$ cat config.mk
export PLATFORM = sky130hd
export DESIGN_NAME = stack_engine
export DESIGN_NICKNAME = d
export VERILOG_FILES = /design/src/rtl/stack_engine_pkg.sv /design/src/rtl/stack_engine.sv
export SDC_FILE = /design/constraint.sdc
export NUM_CORES = 1
export LEC_CHECK = 0
export ABC_AREA = 1
export ABC_CLOCK_PERIOD_IN_PS = 3500
export BUFFER_PORTS_ARGS = -buffer_cell sky130_fd_sc_hd__buf_2
export CELL_PAD_IN_SITES_DETAIL_PLACEMENT = 0
export CELL_PAD_IN_SITES_GLOBAL_PLACEMENT = 1
export CORE_ASPECT_RATIO = 1.4
export CORE_MARGIN = 2
export CORE_UTILIZATION = 31
export DETAILED_ROUTE_END_ITERATION = 10
export HOLD_SLACK_MARGIN = 0.05
export PLACE_DENSITY_LB_ADDON = 0.1
export SETUP_SLACK_MARGIN = 0.05
export SKIP_CTS_REPAIR_TIMING = 1
export SYNTH_ARGS = -nofsm -noshare
export SYNTH_HDL_FRONTEND = slang
export SYNTH_SLANG_ARGS = --single-unit
$ cat constraint.sdc
create_clock -name clk -period 3.5 [get_ports clk]
set_input_delay 0.175 -clock clk [delete_from_list [all_inputs] [get_ports clk]]
set_output_delay 0.175 -clock clk [all_outputs]
set_load 0.01 [all_outputs]
$ cat src/rtl/stack_engine_pkg.sv
// Shared register-select codes and sequencer state encoding for the stack engine.
package stack_engine_pkg;

    typedef logic [3:0] reg_select;

    localparam reg_select REG_AF = 4'd0;
    localparam reg_select REG_BC = 4'd1;
    localparam reg_select REG_DE = 4'd2;
    localparam reg_select REG_HL = 4'd3;
    localparam reg_select REG_IX = 4'd4;
    localparam reg_select REG_IY = 4'd5;
    localparam reg_select REG_SP = 4'd6;
    localparam reg_select REG_A  = 4'd7;
    localparam reg_select REG_F  = 4'd8;
    localparam reg_select REG_PC = 4'd9;

    localparam logic OP_PUSH = 1'b0;
    localparam logic OP_POP  = 1'b1;

    typedef enum logic [2:0] {
        S_IDLE,
        S_READ,
        S_WR_HI,
        S_WR_LO,
        S_RD_LO,
        S_RD_HI,
        S_WB_PAIR,
        S_UPD_SP
    } se_state_t;

    // Only the six pairs that PUSH/POP can name are legal stack operands.
    function automatic logic is_stack_pair(input reg_select sel);
        return sel inside {REG_AF, REG_BC, REG_DE, REG_HL, REG_IX, REG_IY};
    endfunction

endpackage

$ cat src/rtl/stack_engine.sv
// PUSH rr / POP rr micro-sequencer between register file and byte-wide memory port.
// Optional illegal-pair check and err port: define STACK_ENGINE_CHECK_EN.
module stack_engine
    import stack_engine_pkg::*;
(
    input  logic        clk,
    input  logic        reset,
    input  logic        start,
    input  logic        op,
    input  reg_select   pair,
    output logic        busy,
    output logic        done,
    output reg_select   src1,
    output reg_select   src2,
    input  logic [15:0] rd1,
    input  logic [15:0] rd2,
    output logic        write_en,
    output reg_select   dest,
    output logic [15:0] wdata,
    output logic        mem_req,
    output logic        mem_we,
    output logic [15:0] mem_addr,
    output logic [7:0]  mem_wdata,
    input  logic [7:0]  mem_rdata,
    input  logic        mem_ack
`ifdef STACK_ENGINE_CHECK_EN
    ,
    output logic        err
`endif
);

    se_state_t   r_state;
    logic        r_op;
    reg_select   r_pair;
    logic [15:0] r_sp;
    logic [15:0] r_val;
    logic [7:0]  r_lo;

    logic        r_busy;
    logic        r_done;
    reg_select   r_src1;
    reg_select   r_src2;
    logic        r_write_en;
    reg_select   r_dest;
    logic [15:0] r_wdata;
    logic        r_mem_req;
    logic        r_mem_we;
    logic [15:0] r_mem_addr;
    logic [7:0]  r_mem_wdata;

    logic        w_illegal;

`ifdef STACK_ENGINE_CHECK_EN
    logic        r_err;
    assign w_illegal = !is_stack_pair(pair);
    assign err       = r_err;
`else
    assign w_illegal = 1'b0;
`endif

    // NOTE: every output is a flop set on the transition into its state, so each
    // branch below assigns the values the *next* state presents.
    always_ff @(posedge clk or posedge reset) begin
        if (reset) begin
            r_state     <= S_IDLE;
            r_op        <= OP_PUSH;
            r_pair      <= REG_AF;
            r_sp        <= '0;
            r_val       <= '0;
            r_lo        <= '0;
            r_busy      <= 1'b0;
            r_done      <= 1'b0;
            r_src1      <= REG_AF;
            r_src2      <= REG_AF;
            r_write_en  <= 1'b0;
            r_dest      <= REG_AF;
            r_wdata     <= '0;
            r_mem_req   <= 1'b0;
            r_mem_we    <= 1'b0;
            r_mem_addr  <= '0;
            r_mem_wdata <= '0;
`ifdef STACK_ENGINE_CHECK_EN
            r_err       <= 1'b0;
`endif
        end else begin
            r_done     <= 1'b0;
            r_write_en <= 1'b0;
`ifdef STACK_ENGINE_CHECK_EN
            r_err      <= 1'b0;
`endif
            unique case (r_state)
                S_IDLE: begin
                    if (start && w_illegal) begin
                        r_done <= 1'b1;
`ifdef STACK_ENGINE_CHECK_EN
                        r_err  <= 1'b1;
`endif
                    end else if (start) begin
                        r_op    <= op;
                        r_pair  <= pair;
                        r_src1  <= REG_SP;
                        r_src2  <= pair;
                        r_busy  <= 1'b1;
                        r_state <= S_READ;
                    end
                end
                S_READ: begin
                    r_sp      <= rd1;
                    r_val     <= rd2;
                    r_mem_req <= 1'b1;
                    if (r_op == OP_PUSH) begin
                        r_mem_we    <= 1'b1;
                        r_mem_addr  <= rd1 - 16'd1;
                        r_mem_wdata <= rd2[15:8];
                        r_state     <= S_WR_HI;
                    end else begin
                        r_mem_we    <= 1'b0;
                        r_mem_addr  <= rd1;
                        r_state     <= S_RD_LO;
                    end
                end
                S_WR_HI: begin
                    if (mem_ack) begin
                        r_mem_addr  <= r_sp - 16'd2;
                        r_mem_wdata <= r_val[7:0];
                        r_state     <= S_WR_LO;
                    end
                end
                S_WR_LO: begin
                    if (mem_ack) begin
                        r_mem_req   <= 1'b0;
                        r_mem_we    <= 1'b0;
                        r_mem_addr  <= '0;
                        r_mem_wdata <= '0;
                        r_write_en  <= 1'b1;
                        r_dest      <= REG_SP;
                        r_wdata     <= r_sp - 16'd2;
                        r_done      <= 1'b1;
                        r_state     <= S_UPD_SP;
                    end
                end
                S_RD_LO: begin
                    if (mem_ack) begin
                        r_lo       <= mem_rdata;
                        r_mem_addr <= r_sp + 16'd1;
                        r_state    <= S_RD_HI;
                    end
                end
                S_RD_HI: begin
                    // High byte goes straight into the pair write; no separate hold register needed.
                    if (mem_ack) begin
                        r_mem_req  <= 1'b0;
                        r_mem_addr <= '0;
                        r_write_en <= 1'b1;
                        r_dest     <= r_pair;
                        r_wdata    <= {mem_rdata, r_lo};
                        r_state    <= S_WB_PAIR;
                    end
                end
                S_WB_PAIR: begin
                    r_write_en <= 1'b1;
                    r_dest     <= REG_SP;
                    r_wdata    <= r_sp + 16'd2;
                    r_done     <= 1'b1;
                    r_state    <= S_UPD_SP;
                end
                S_UPD_SP: begin
                    r_busy  <= 1'b0;
                    r_src1  <= REG_AF;
                    r_src2  <= REG_AF;
                    r_dest  <= REG_AF;
                    r_wdata <= '0;
                    r_state <= S_IDLE;
                end
                default: r_state <= S_IDLE;
            endcase
        end
    end

    assign busy      = r_busy;
    assign done      = r_done;
    assign src1      = r_src1;
    assign src2      = r_src2;
    assign write_en  = r_write_en;
    assign dest      = r_dest;
    assign wdata     = r_wdata;
    assign mem_req   = r_mem_req;
    assign mem_we    = r_mem_we;
    assign mem_addr  = r_mem_addr;
    assign mem_wdata = r_mem_wdata;

endmodule

# ---- After elaboration in Yosys (flattened, before gate mapping)
# Index checks and enable logic that the tools add are counted.
dict set report totals {
  input_bits 49
  register_bits 97
}
dict set report classes {
  add_sub_neg 4
  n_mux 34
  n_reduce_logical 17
  eq_ne 14
}
# op count
set op_table {}
lappend op_table {{$pmux 16 s4} 2}
lappend op_table {{$mux 16} 5}
lappend op_table {{$mux 8} 3}
lappend op_table {{$pmux 3 s8} 1}
lappend op_table {{$pmux 8 s3} 1}
lappend op_table {{$mux 3} 6}
lappend op_table {{$add 16x1->16 const B} 1}
lappend op_table {{$add 16x2->16 const B} 1}
lappend op_table {{$mux 4} 4}
lappend op_table {{$pmux 4 s2} 2}
lappend op_table {{$pmux 4 s4} 1}
lappend op_table {{$sub 16x1->16 const B} 1}
lappend op_table {{$sub 16x2->16 const B} 1}
lappend op_table {{$eq 3x3->1 const B} 4}
lappend op_table {{$ne 2x2->1 const B} 6}
lappend op_table {{$pmux 1 s2} 5}
lappend op_table {{$reduce_and 2->1} 5}
lappend op_table {{$reduce_and 4->1} 2}
lappend op_table {{$reduce_bool 4->1} 2}
lappend op_table {{$eq 3x2->1 const B} 2}
lappend op_table {{$reduce_bool 2->1} 3}
lappend op_table {{$reduce_and 5->1} 1}
lappend op_table {{$mux 1} 4}
lappend op_table {{$eq 3x1->1 const B} 1}
lappend op_table {{5 further kinds} 5}

# ---- Logic depth before layout (Yosys ltp)
dict set report depth {
  ltp_word 4
  depth_mapped 13
}

# ---- Least setup slack after synthesis
# No wires, ideal clock.
dict set report synth_path {
  path_type {reg2reg}
  from {register r_sp[1]}
  to {register r_wdata[15], in the netlist wdata[15]}
  slack_ns 1.907
  stages_incl_launch_ff 11
  setup_ns 0.117
  path_buffers 0
  synth_period_minus_slack_ns 1.593
  required_ns 3.383
  arrival_ns 1.477
  path_cell_list {dfrtp_1 > inv_1 > ha_1 > nand3_1 > nor2_1 > nand2_1 > xor2_1 > nand2_1 > nand2_1 > nor2_1 > nor2_1}
}
dict set report synth_between {
  elab_chain_cells 3
  elab_cells_between_ends 4
  classes_between {add/sub: 2; mux: 2}
}
# element line_no
set synth_rtl {}
lappend synth_rtl {{from (decl)} stack_engine.sv:35} ;# logic [15:0] r_sp;
lappend synth_rtl {{from (signal assigned)} stack_engine.sv:108} ;# r_sp <= rd1;
lappend synth_rtl {{$sub 16x2->16} stack_engine.sv:137} ;# r_wdata <= r_sp - 16'd2;
lappend synth_rtl {{$mux 16} stack_engine.sv:130} ;# if (mem_ack) begin
lappend synth_rtl {{$pmux 16 s4 *} stack_engine.sv:91} ;# unique case (r_state)
lappend synth_rtl {{to (signal assigned)} stack_engine.sv:137}
lappend synth_rtl {{to (signal assigned)} stack_engine.sv:156} ;# r_wdata <= {mem_rdata, r_lo};
lappend synth_rtl {{to (signal assigned)} stack_engine.sv:163} ;# r_wdata <= r_sp + 16'd2;
lappend synth_rtl {{to (decl)} stack_engine.sv:45} ;# logic [15:0] r_wdata;
# Every way passes the cells marked *; elsewhere a longest branch is shown, timed or not. The select of a mux whose other input is x is not followed.
# A chain may end at the register's enable or synchronous reset.

# ---- Worst setup path after layout
dict set report layout_path {
  from {register r_state[2]}
  to {register r_mem_addr[14], in the netlist mem_addr[14]}
}
dict set report layout_between {
  elab_chain_cells 4
  elab_cells_between_ends 12
  classes_between {eq/ne: 8; mux: 1; reduce/logical: 3}
}
# element line_no
set layout_rtl {}
lappend layout_rtl {{from (decl)} stack_engine.sv:32} ;# se_state_t r_state;
lappend layout_rtl {{from (signal assigned)} stack_engine.sv:65} ;# r_state <= S_IDLE;
lappend layout_rtl {{from (signal assigned)} stack_engine.sv:104} ;# r_state <= S_READ;
lappend layout_rtl {{from (signal assigned)} stack_engine.sv:115} ;# r_state <= S_WR_HI;
lappend layout_rtl {{$eq 3x3->1 or $eq 3x2->1 (tied branches)} stack_engine.sv:91}
lappend layout_rtl {{$reduce_or 2->1 (no line)} -}
lappend layout_rtl {{$reduce_bool 4->1 (no line) or $ne 2x1->1 (tied branches)} -}
lappend layout_rtl {{$reduce_and 4->1 (no line)} -}
lappend layout_rtl {{to (signal assigned)} stack_engine.sv:113} ;# r_mem_addr <= rd1 - 16'd1;
lappend layout_rtl {{to (signal assigned)} stack_engine.sv:118} ;# r_mem_addr <= rd1;
lappend layout_rtl {{to (signal assigned)} stack_engine.sv:124} ;# r_mem_addr <= r_sp - 16'd2;
lappend layout_rtl {{to (decl)} stack_engine.sv:48} ;# logic [15:0] r_mem_addr;
# Parallel ways exist; a longest one is shown, timed or not.

==> impl_metrics.ini <==
[clocking]
cts.root.buffer_cell = sky130_fd_sc_hd__clkbuf_16
clk_pin_slew_ns = 0.07
tritoncts = built
numCtsBuffers = 9
clock_sinks = 93
cts_max_path_buffers = 2
clk_lat_worst_skew_ns = 0.35
cts-htree-levels = 3

[die]
die_span_in_y_um = 160.5
placement_rows = 57
core_um2 = 17260
die_w_um = 115.8
initial_core_util_pct = 31.44
io_pins = 106
fp.dieArea_um2 = 18590

[critical_path]
critPathRequiredTime_ns = 3.74
criticalPathCategory = reg -> reg
worst_r2r_setup_slack_ns = 1.06
critical_path.endpoint_type = flip-flop
setup.worst_path.start_class = flip-flop
critical_path.reg2reg.startpoint = r_state[2]
critical_path_at_ns = 2.68
reg2reg_to = mem_addr[14]
worst-path-max-fanout = 21
reg2regPathDepth = 10
setup.worst_path.start = r_state[2]

[timing]
layout_min_cycle_time_ns = 2.439
final_setup_viols = 0
hold_viol = 0
slew-limit-headroom_pct = 57.15
grt_setup_unrepaired = no
fmax_mhz = 410.0
worst_clock_skew_ns = 0.01063
maxSlewViolCount = 0
timing.final.crit_share_pct = 69.69
finalSetupTns_ns = 0
worst_slew_pin_slew_ns = 0.6428

[min_path]
worst_hold_path_type = in -> reg
hold-path-endpoint = r_val[3]
startpoint_of_the_lowest_slack_hold_path = rd2[3]
hold_path_depth = 3

[route]
vias_per_cell = 4.855
dr_total_vias = 5360
wl_um = 18080
route.detailed.wl_per_inst_um = 16.38
drt.antenna.violating_nets = 0
detail_route.iter0.violations = 375
drcViolationCount = 0
firstDrtPassIters = 5

[synth]
mappedNetlistArea_um2 = 5426
synth_sequential_area_ratio_pct = 42.89
netlist.top_cell.by_area = sky130_fd_sc_hd__dfrtp_1
syn_inst = 768
synthDominantCellAreaShare_pct = 42.89
postSynthAreaPerCell_um2 = 7.066
synthDistinctLibCells = 35
synth_area_leaders = sky130_fd_sc_hd__dfrtp_1, sky130_fd_sc_hd__nand2_1, sky130_fd_sc_hd__nor2_1
register_bit_count_reported_by_yosys = 93
synth.yosys.warnings = 0

[place]
placedCellCount = 1081
dp.final_hpwl_um = 13880
gpl.final_weighted_congestion = 0.9267
port_buffers = 103

[power]
power_per_cell_area_nw_per_um2 = 943.8
total_leakage_power_nw = 3.180
ir_worst_vdd_mv = 0.3524

[grt]
grt_pass1_vias = 5260
antenna_violations_before_repair = 0
grt_usage_pct = 20.24
gr-total-overflow = 0
global_route_wire_length_before_repair_um = 29050
maximum_number_of_pins_on_one_net_before_global_route_repair = 47

[finish]
multi_input_comb_area_um2 = 2623
fillCellCount = 1950
final_common_cell = sky130_fd_sc_hd__nand2_1
regArea_um2 = 2327
antenna-diode-count = 0
top_library_cells_by_usage_in_the_layout_fill_and_taps_aside = sky130_fd_sc_hd__nand2_1, sky130_fd_sc_hd__buf_2, sky130_fd_sc_hd__nor2_1
area_delta_synth_final_pct = 18.93
layout.cells.non_filler = 1104
final_nets = 917
final_layout_size_suffix_gt1_share_pct = 16.36

[status]
status = finished clean

[flow_run]
max-cap-violations = 0
[through the flow]
stage	utilization, %	total power, W	hold slack [ns]	instance area [µm²]	worst slack [ns]
floorplan	-	0.004166	0.2841	5430	0.9047
global placement	35.39	0.005175	0.3098	6108	1.055
detailed placement	35.39	0.005211	0.3125	6108	1.014
CTS	36.93	0.006158	-0.06927	6374	1.002
global route	37.39	0.006686	0.05338	6454	0.7788
finish	37.39	0.006091	0.02366	6454	1.061
[flip-flops by register name (all words and copies together) (netlist names)]
register / flops
r_op: 1
wdata: 16
write_en: 1
mem_req: 1
mem_wdata: 8
r_state: 3
src2: 4
r_val: 8
r_sp: 16
mem_addr: 16
r_lo: 8
src1: 1
mem_we: 1
dest: 4
done: 1
r_pair: 4
[how the worst max path moves through the flow]
stage | to | cells past startpoint
after floorplan | dest[0] | 1
after global placement | mem_addr[14] | 12
after detailed placement | mem_addr[14] | 10
after CTS | mem_addr[14] | 10
after global routing | mem_addr[14] | 12
final | mem_addr[14] | 10
[cells in the mapped netlist]
library cell	number
sky130_fd_sc_hd__mux2_2	5
sky130_fd_sc_hd__clkinv_1	1
sky130_fd_sc_hd__nand2_1	230
sky130_fd_sc_hd__nor3b_1	2
sky130_fd_sc_hd__a32oi_1	1
sky130_fd_sc_hd__o22ai_1	4
sky130_fd_sc_hd__a211oi_1	2
sky130_fd_sc_hd__nor3_1	2
sky130_fd_sc_hd__o31ai_1	2
sky130_fd_sc_hd__o211ai_1	2
sky130_fd_sc_hd__a21oi_1	29
sky130_fd_sc_hd__inv_2	4
sky130_fd_sc_hd__a31oi_1	17
sky130_fd_sc_hd__nand4_1	12
sky130_fd_sc_hd__nand3_1	57
sky130_fd_sc_hd__clkbuf_1	12
sky130_fd_sc_hd__or2_2	1
sky130_fd_sc_hd__a22oi_1	1
sky130_fd_sc_hd__buf_6	2
sky130_fd_sc_hd__o21ai_4	1
sky130_fd_sc_hd__nor2_2	1
sky130_fd_sc_hd__nand2_2	2
sky130_fd_sc_hd__a221oi_1	1
sky130_fd_sc_hd__xor2_1	11
sky130_fd_sc_hd__nor2_1	100
sky130_fd_sc_hd__ha_1	4
sky130_fd_sc_hd__a31o_2	1
sky130_fd_sc_hd__buf_2	12
sky130_fd_sc_hd__nand3_2	2
sky130_fd_sc_hd__o21ai_0	69
sky130_fd_sc_hd__conb_1	1
sky130_fd_sc_hd__dfrtp_1	93
sky130_fd_sc_hd__a41oi_1	3
sky130_fd_sc_hd__buf_4	8
sky130_fd_sc_hd__inv_1	73
[cell families (layout without fill, tap and decap cells)]
family	count (synthesis)	after routing	synth area share, %
AND/OR/NAND/NOR	409	409	30.76
flip-flops	93	93	42.89
other	1	2	0.06911
XOR/XNOR	11	11	1.775
adder cells (fa/ha/maj)	4	4	0.9223
multiplexers	5	5	1.038
AO/OA/AOI/OAI	133	133	13.70
buffers and inverters	112	211	8.854
[layer usage]
layer	global-route usage (%)	routed length, µm
met5	0	0
met4	6.926	461
met3	3.434	817
met2	32.22	8533
met1	27.75	8271
[critical path, stage by stage, from the launching register on]
cell	delay (ns)
sky130_fd_sc_hd__dfrtp_1	0.53
sky130_fd_sc_hd__inv_2	0.09
sky130_fd_sc_hd__nand2_2	0.27
sky130_fd_sc_hd__nand2_2	0.20
sky130_fd_sc_hd__nand2_1	0.15
sky130_fd_sc_hd__nand2_1	0.07
sky130_fd_sc_hd__buf_4	0.18
sky130_fd_sc_hd__inv_1	0.48
sky130_fd_sc_hd__o21ai_0	0.18
sky130_fd_sc_hd__nor2_1	0.12
sky130_fd_sc_hd__nor2_1	0.05
[power breakdown]
part	switching, W	internal [W]
Combinational	0.00206	0.00103
Sequential	0.000466	0.00161
Clock	0.000436	0.000481
[area by class of cell]
cell class              count  share of cell area [%]
flip-flops and latches     93                   36.06
multi-input cells         564                   40.64
clock inverters             5                  0.5622
well taps                 236                   4.575
clock buffers              10                   3.548
repair buffers            118                   10.04
inverters                  78                   4.575
Power figures use the tool's default switching activity.
